`config.mk`:
```
export PLATFORM = sky130hd
export DESIGN_NAME = csa_seq_ctrl
export DESIGN_NICKNAME = d
export VERILOG_FILES = /design/src/rtl/csa_seq_ctrl.sv
export SDC_FILE = /design/constraint.sdc
export NUM_CORES = 1
export LEC_CHECK = 0
export CORE_ASPECT_RATIO = 2
export CORE_MARGIN = 3
export CORE_UTILIZATION = 52
export CTS_CLUSTER_DIAMETER = 30
export DETAILED_ROUTE_END_ITERATION = 6
export GPL_TIMING_DRIVEN = 0
export PLACE_DENSITY = 0.8
export SYNTH_ARGS = -nofsm -noshare
export SYNTH_HDL_FRONTEND = slang
export SYNTH_SLANG_ARGS = --single-unit
```
`constraint.sdc`:
```
create_clock -name clock -period 2.8 [get_ports clock]
set_input_delay 0.28 -clock clock [delete_from_list [all_inputs] [get_ports clock]]
set_output_delay 0.28 -clock clock [all_outputs]
set_load 0.01 [all_outputs]
```
`src/rtl/csa_seq_ctrl.sv`:
```
// csa_seq_ctrl: serial wide adder sequencer, one SLICE_W-bit slice per clock, LSB slice first,
// with the registered slice carry fed back into the next slice.
//
// state | meaning
// IDLE  | waiting for start
// RUN   | adding one slice per edge, carry fed back between slices
// DONE  | one-cycle completion pulse; a new start is accepted here as well
module csa_seq_ctrl #(
    parameter int SLICE_W = 7,
    parameter int SLICES  = 4
) (
    input  logic                        clock,
    input  logic                        reset,
    input  logic                        start,
    input  logic [SLICE_W*SLICES-1:0]   a,
    input  logic [SLICE_W*SLICES-1:0]   b,
    input  logic                        cin,
    output logic                        busy,
    output logic                        done,
    output logic [SLICE_W*SLICES-1:0]   sum,
    output logic                        cout,
    output logic                        ovf
);

    localparam int W     = SLICE_W * SLICES;
    localparam int CNT_W = $clog2(SLICES + 1);

    typedef enum logic [1:0] {
        IDLE = 2'd0,
        RUN  = 2'd1,
        DONE = 2'd2
    } state_t;

    state_t             state;
    state_t             state_nxt;
    logic               accept;
    logic               last_slice;

    logic [W-1:0]       a_sh;
    logic [W-1:0]       b_sh;
    logic [W-1:0]       res_sh;
    logic [W-1:0]       res_nxt;
    logic               carry;
    logic [CNT_W-1:0]   cnt;
    logic               a_msb;
    logic               b_msb;
    logic [SLICE_W:0]   slice_sum;

    assign last_slice = (cnt == CNT_W'(SLICES - 1));

    always_ff @(posedge clock or negedge reset) begin
        if (!reset) begin
            state <= IDLE;
        end else begin
            state <= state_nxt;
        end
    end

    always_comb begin
        state_nxt = state;
        accept    = 1'b0;
        busy      = 1'b0;
        done      = 1'b0;
        case (state)
            IDLE: begin
                if (start) begin
                    accept    = 1'b1;
                    state_nxt = RUN;
                end
            end
            RUN: begin
                busy = 1'b1;
                if (last_slice) begin
                    state_nxt = DONE;
                end
            end
            DONE: begin
                done = 1'b1;
                if (start) begin
                    accept    = 1'b1;
                    state_nxt = RUN;
                end else begin
                    state_nxt = IDLE;
                end
            end
            default: state_nxt = IDLE;
        endcase
    end

    // New slice result enters at the top so the LSB slice ends up at the bottom after SLICES shifts.
    always_comb begin
        slice_sum = {1'b0, a_sh[SLICE_W-1:0]} + {1'b0, b_sh[SLICE_W-1:0]}
                  + {{SLICE_W{1'b0}}, carry};
        res_nxt = res_sh >> SLICE_W;
        res_nxt[W-1 -: SLICE_W] = slice_sum[SLICE_W-1:0];
    end

    always_ff @(posedge clock or negedge reset) begin
        if (!reset) begin
            a_sh   <= '0;
            b_sh   <= '0;
            res_sh <= '0;
            carry  <= 1'b0;
            cnt    <= '0;
            a_msb  <= 1'b0;
            b_msb  <= 1'b0;
            sum    <= '0;
            cout   <= 1'b0;
            ovf    <= 1'b0;
        end else if (accept) begin
            a_sh   <= a;
            b_sh   <= b;
            res_sh <= '0;
            carry  <= cin;
            cnt    <= '0;
            a_msb  <= a[W-1];
            b_msb  <= b[W-1];
        end else if (state == RUN) begin
            a_sh   <= a_sh >> SLICE_W;
            b_sh   <= b_sh >> SLICE_W;
            res_sh <= res_nxt;
            carry  <= slice_sum[SLICE_W];
            cnt    <= cnt + CNT_W'(1);
            if (last_slice) begin
                sum  <= res_nxt;
                cout <= slice_sum[SLICE_W];
                ovf  <= (a_msb == b_msb) && (res_nxt[W-1] != a_msb);
            end
        end
    end

endmodule

```
* Word-level counts from Yosys, hierarchy flattened
Cells that the tools add are included.
Storage, ports and cells: flip-flop bits (word level) 122, input port bits 60, output and inout bits 32, word-level logic and storage cells 46
Operators by class: $add $sub $neg 3, equality and inequality tests 7, multiplexer cells 18, bitwise gates (word level) 1, reduce and logical (&&, ||, !) cells 6
Operator list (count):
- 28-bit two-way mux | 6
- 7-bit by 7-bit adder with 8-bit output | 1
- 8-bit by 1-bit adder with 8-bit output | 1
- 1-bit two-way mux | 7
- 3-bit two-way mux | 2
- 2-bit case mux with 3 select lines | 1
- 2-bit two-way mux | 2
- 2-bit inequality test (second input constant) | 2
- 3-bit by 1-bit adder with 3-bit output (second input constant) | 1
- 3-bit by 2-bit == test with 1-bit output (second input constant) | 1
- 3-bit AND reduction | 1
- 2-bit by 1-bit == test with 1-bit output (second input constant) | 1
- 2-bit == test (second input constant) | 1
- 2-bit logical NOT | 1
- 2-bit AND reduction | 1
- 2-bit nonzero test | 1
- 2-bit OR reduction | 1
- 1-bit == test | 1
- 1-bit logical AND | 1
- 1-bit inequality test | 1
- 1-bit NOT | 1

* Logic depth before layout (Yosys ltp)
depth after elaboration 5, gate-level depth with buffers 8, depth with buffers taken out 8

* Least setup slack after synthesis
No wires, ideal clock.
path type register -> register, start point register a_sh[0], end point register ovf, setup time 0.125 ns, arrival 1.936 ns, slack 0.739 ns, cell stages (with the launch flop) 9, path buffers 0, clock period less this slack 2.061 ns, cells stage by stage dfrtp_1 > fa_1 > inv_1 > fa_1 > nor2b_4 > o311a_2 > a211oi_2 > or4_1 > nand3_1
On the way: word-level cells in the longest chain between the ends 4
RTL lines:
- from (decl) | line 39 | logic [W-1:0] a_sh;
- from (signal assigned) | line 119 | a_sh <= a_sh >> SLICE_W;
- 7-bit by 7-bit adder with 8-bit output | line 92 | slice_sum = {1'b0, a_sh[SLICE_W-1:0]} + {1'b0, b_sh[SLICE_W-1:0]}
- 8-bit by 1-bit adder with 8-bit output | line 93 | + {{SLICE_W{1'b0}}, carry};
- 1-bit inequality test | line 127 | ovf <= (a_msb == b_msb) && (res_nxt[W-1] != a_msb);
- 1-bit logical AND | line 127
- to (signal assigned) | line 127
- to (decl) | line 22 | output logic ovf
No other way between the ends. A chain may end at the register's enable or synchronous reset.

* Final worst setup path
start point register state[1], end point output port busy
On the way: word-level cells in the longest chain between the ends 2
RTL lines:
- from (decl) | line 34 | state_t state;
- from (signal assigned) | line 55 | state <= state_nxt;
- 2-bit by 1-bit == test with 1-bit output | line 64 | case (state)
- 1-bit two-way mux | line 64
- to (decl) | line 18 | output logic busy,
No other way between the ends.

==> impl_metrics.ini <==
[run_status]
status = complete, no violations

[timing]
final.period_utilization_pct = 91.5
max_freq_mhz = 390
clock_skew_ps = 8.93
max-slew-margin-rel_pct = 56.7
maxSlewViolCount = 0
worstMarginPinSlew_ps = 649
period_needed_ps = 2560
rsz0062_at_grt = no
setup_violations = 0
setup_tns_ps = 0
hold_violations = 0

[clock_tree]
clk_pin_slew_ps = 50
htreeDepth = 4
cts_num_sinks = 115
clk_latency_ps = 420
cts_tree = done
numCtsBuffers = 17
cts_resized = 0
clock-root-buffer = clkbuf_16
clockBufferDepth = 2

[synthesis]
yosys-top-cells-area = dfrtp_1 (60%), nand2_1 (7.5%), mux2_2 (6.4%), a22oi_1 (6.3%), a22o_1 (6.1%)
ys_types = 38
ys_seq_area_share_pct = 60.5
synth_most_common_cell = dfrtp_1
synth_commonest_cells = dfrtp_1 (115), nand2_1 (95), a22oi_1 (40)
syn_area_per_cell_um2 = 11.9
ys_warn_count = 0
synth.largest_area_cell = dfrtp_1
netlist_area_mm2 = 0.00476
synth_edf_count = 0
synth_mux_area_share_pct = 6.39
syn_inst = 401
synth_top_flop_cell = dfrtp_1
synth_top_family_by_area = compound AO/OA/AOI/OAI gates
synthAdderAreaFrac_pct = 2.94
ys_seq_elements = 115
synth-simple-area-share_pct = 9.88
synth_compound_area_share_pct = 16.9
synth_fp_nets = 471
synthXorXnorAreaFrac_pct = 0.368
synthArstFlopShare_pct = 100
yosysTopAreaCellShare_pct = 60.5

[floorplan]
die_width_um = 73.7
fp-row-count = 48
core_area_mm2 = 0.00877
dieHeight_um = 141
io_pins = 92
die_area_mm2 = 0.0104
initial_utilization_pct = 54.3

[critical_path]
r2r-start = a_sh[0]
critPathTopFamily = buffers and inverters
crit_type = reg -> out
end_kind = output pin
critPathBufInv = 3
cpMaxStageDelayCell = clkdlybuf4s50_1
cpPeakStageDelay_ps = 660
path_max_fanout = 10
critPathArrivalTime_ps = 2280
crit_path_start = state[1]
start_kind = flop
crit_chain = nand2b_4 > inv_2 > clkbuf_1 > clkdlybuf4s50_1
critPathRequiredTime_ps = 2520

[pwr]
power_frac_comb_pct = 40.6
p_seq_share_pct = 35.7
power_switching_share_pct = 36.2
clkPwrFrac_pct = 23.6
leakagePower_nw = 3.00
p_sw_mw = 2.89
vdd_drop_max_mv = 0.709
p_per_area_mw_per_mm2 = 1260
p_int_mw = 5.10

[place]
dpl-instance-area_mm2 = 0.00582
finalWeightedCongestion = 0.897
dpl.hpwl_mm = 8.62
portBuffers = 91

[layout]
nFillCells = 613
utilization_pct = 72.4
final_nets = 583
antenna_cells = 0
area_growth_syn_to_layout_pct = 33.3
seq_area_mm2 = 0.00288
drive_above_1_share_pct = 15.2
finalInstanceArea_mm2 = 0.00635
multiInputGateArea_mm2 = 0.00173

[global_route]
antenna_found_initial = 0
overflow = 0
grt_max_degree = 70
grt_pass1_wl_mm = 19.2
grtUsageTotal_pct = 24.8
grt_pass1_vias = 4000

[drt]
num_vias = 3620
wl_per_cell_um = 19.2
wl_mm = 12.0
drt.antenna.violating_nets = 0
avgViaCountPerCell = 5.79
drc = 0
first_pass_iters = 5
drt_iter0_drc = 164

[min_path]
min_path_type = in -> async

[job]
cap_violations = 0
-- cells in the final DEF, fill, tap and decap left out, types with 4 or more instances in the layout --
master / synthesis / layout
a22oi_1: 40 / 40
clkinv_2: 0 / 6
ha_1: 8 / 8
a22o_1: 33 / 33
clkdlybuf4s50_1: 0 / 90
mux2_2: 27 / 27
clkbuf_1: 10 / 15
o21ai_0: 10 / 10
nor2_1: 4 / 4
clkbuf_16: 0 / 17
buf_2: 13 / 13
inv_1: 5 / 5
nand2_1: 95 / 95
dfrtp_1: 115 / 115
-- final cells by class --
type / instances / share of cell area (%)
inverter: 8 / 0.473
buffer: 25 / 1.85
multi-input combinational: 253 / 27.3
timing repair buffer: 93 / 14.9
sequential: 115 / 45.3
clock inverter: 6 / 0.473
tap: 100 / 1.97
clock buffer: 25 / 7.65
-- per-stage QoR --
step,hold WS [ps],power [mW],cells,worst slack (ps)
global route,477,8.44,625,171
floorplan,-15.6,4.81,401,739
global placement,458,5.91,592,-2620
CTS,450,8.00,625,274
detailed placement,331,6.07,593,353
finish,432,7.99,625,239
-- final timing paths --
| check | end | slack, ps | cells past startpoint |
|---|---|---|---|
| setup / recovery | busy | 240 | 4 |
| hold / removal | res_sh[20] | 430 | 2 |
| setup reg to reg | ovf | 330 | 8 |
| hold reg to reg | ovf | 480 | 2 |
| max in group asynchronous | a_sh[24] | 1630 | 3 |
| min in group clock | b_sh[16] | 470 | 3 |
-- worst register-to-register path, delay by kind of cell (launching register included) --
family                   cells  cell delay, ps
AND/OR/NAND/NOR              3             330
adder cells (fa/ha/maj)      2             710
flip-flops                   1             400
buffers and inverters        1              80
AO/OA/AOI/OAI                2             840
-- routing by layer --
| layer | global-route usage, % | vias to the layer above | part of all wire [%] |
|---|---|---|---|
| met5 | 0 | - | 0 |
| met4 | 12.3 | 0 | 3.5 |
| met3 | 5.67 | 31 | 5.2 |
| met2 | 45.1 | 157 | 57 |
| met1 | 25.6 | 1780 | 34 |
| li1 | - | 1652 | - |
-- flip-flops by register name, summed over array words and instances, names as in the netlist --
name,count
a_sh,28
state,2
res_sh,21
carry,1
a_msb,1
cnt,3
b_sh,28
ovf,1
cout,1
sum,28
b_msb,1
-- cell families after synthesis --
group	count (synthesis)
fa+ha+maj	10
xor+xnor	2
flops	115
compound gates	102
buf+inv	33
simple gates	112
mux	27
-- timing repair --
action | CTS | global route
hold endpoints to repair | 46 | 0
hold buffers | 1 | 0
setup buffers | 0 | 0
-- power groups by stage --
stage	combinational, mW	sequential [mW]	clock (mW)
3_5_place_dp	3.21	2.86	0
3_3_place_gp	3.09	2.82	0
4_1_cts	3.25	2.86	1.89
5_1_grt	3.54	2.93	1.96
6_report	3.24	2.86	1.89
2_1_floorplan	1.98	2.83	0
Note: power is estimated with default switching activity, not from simulation.
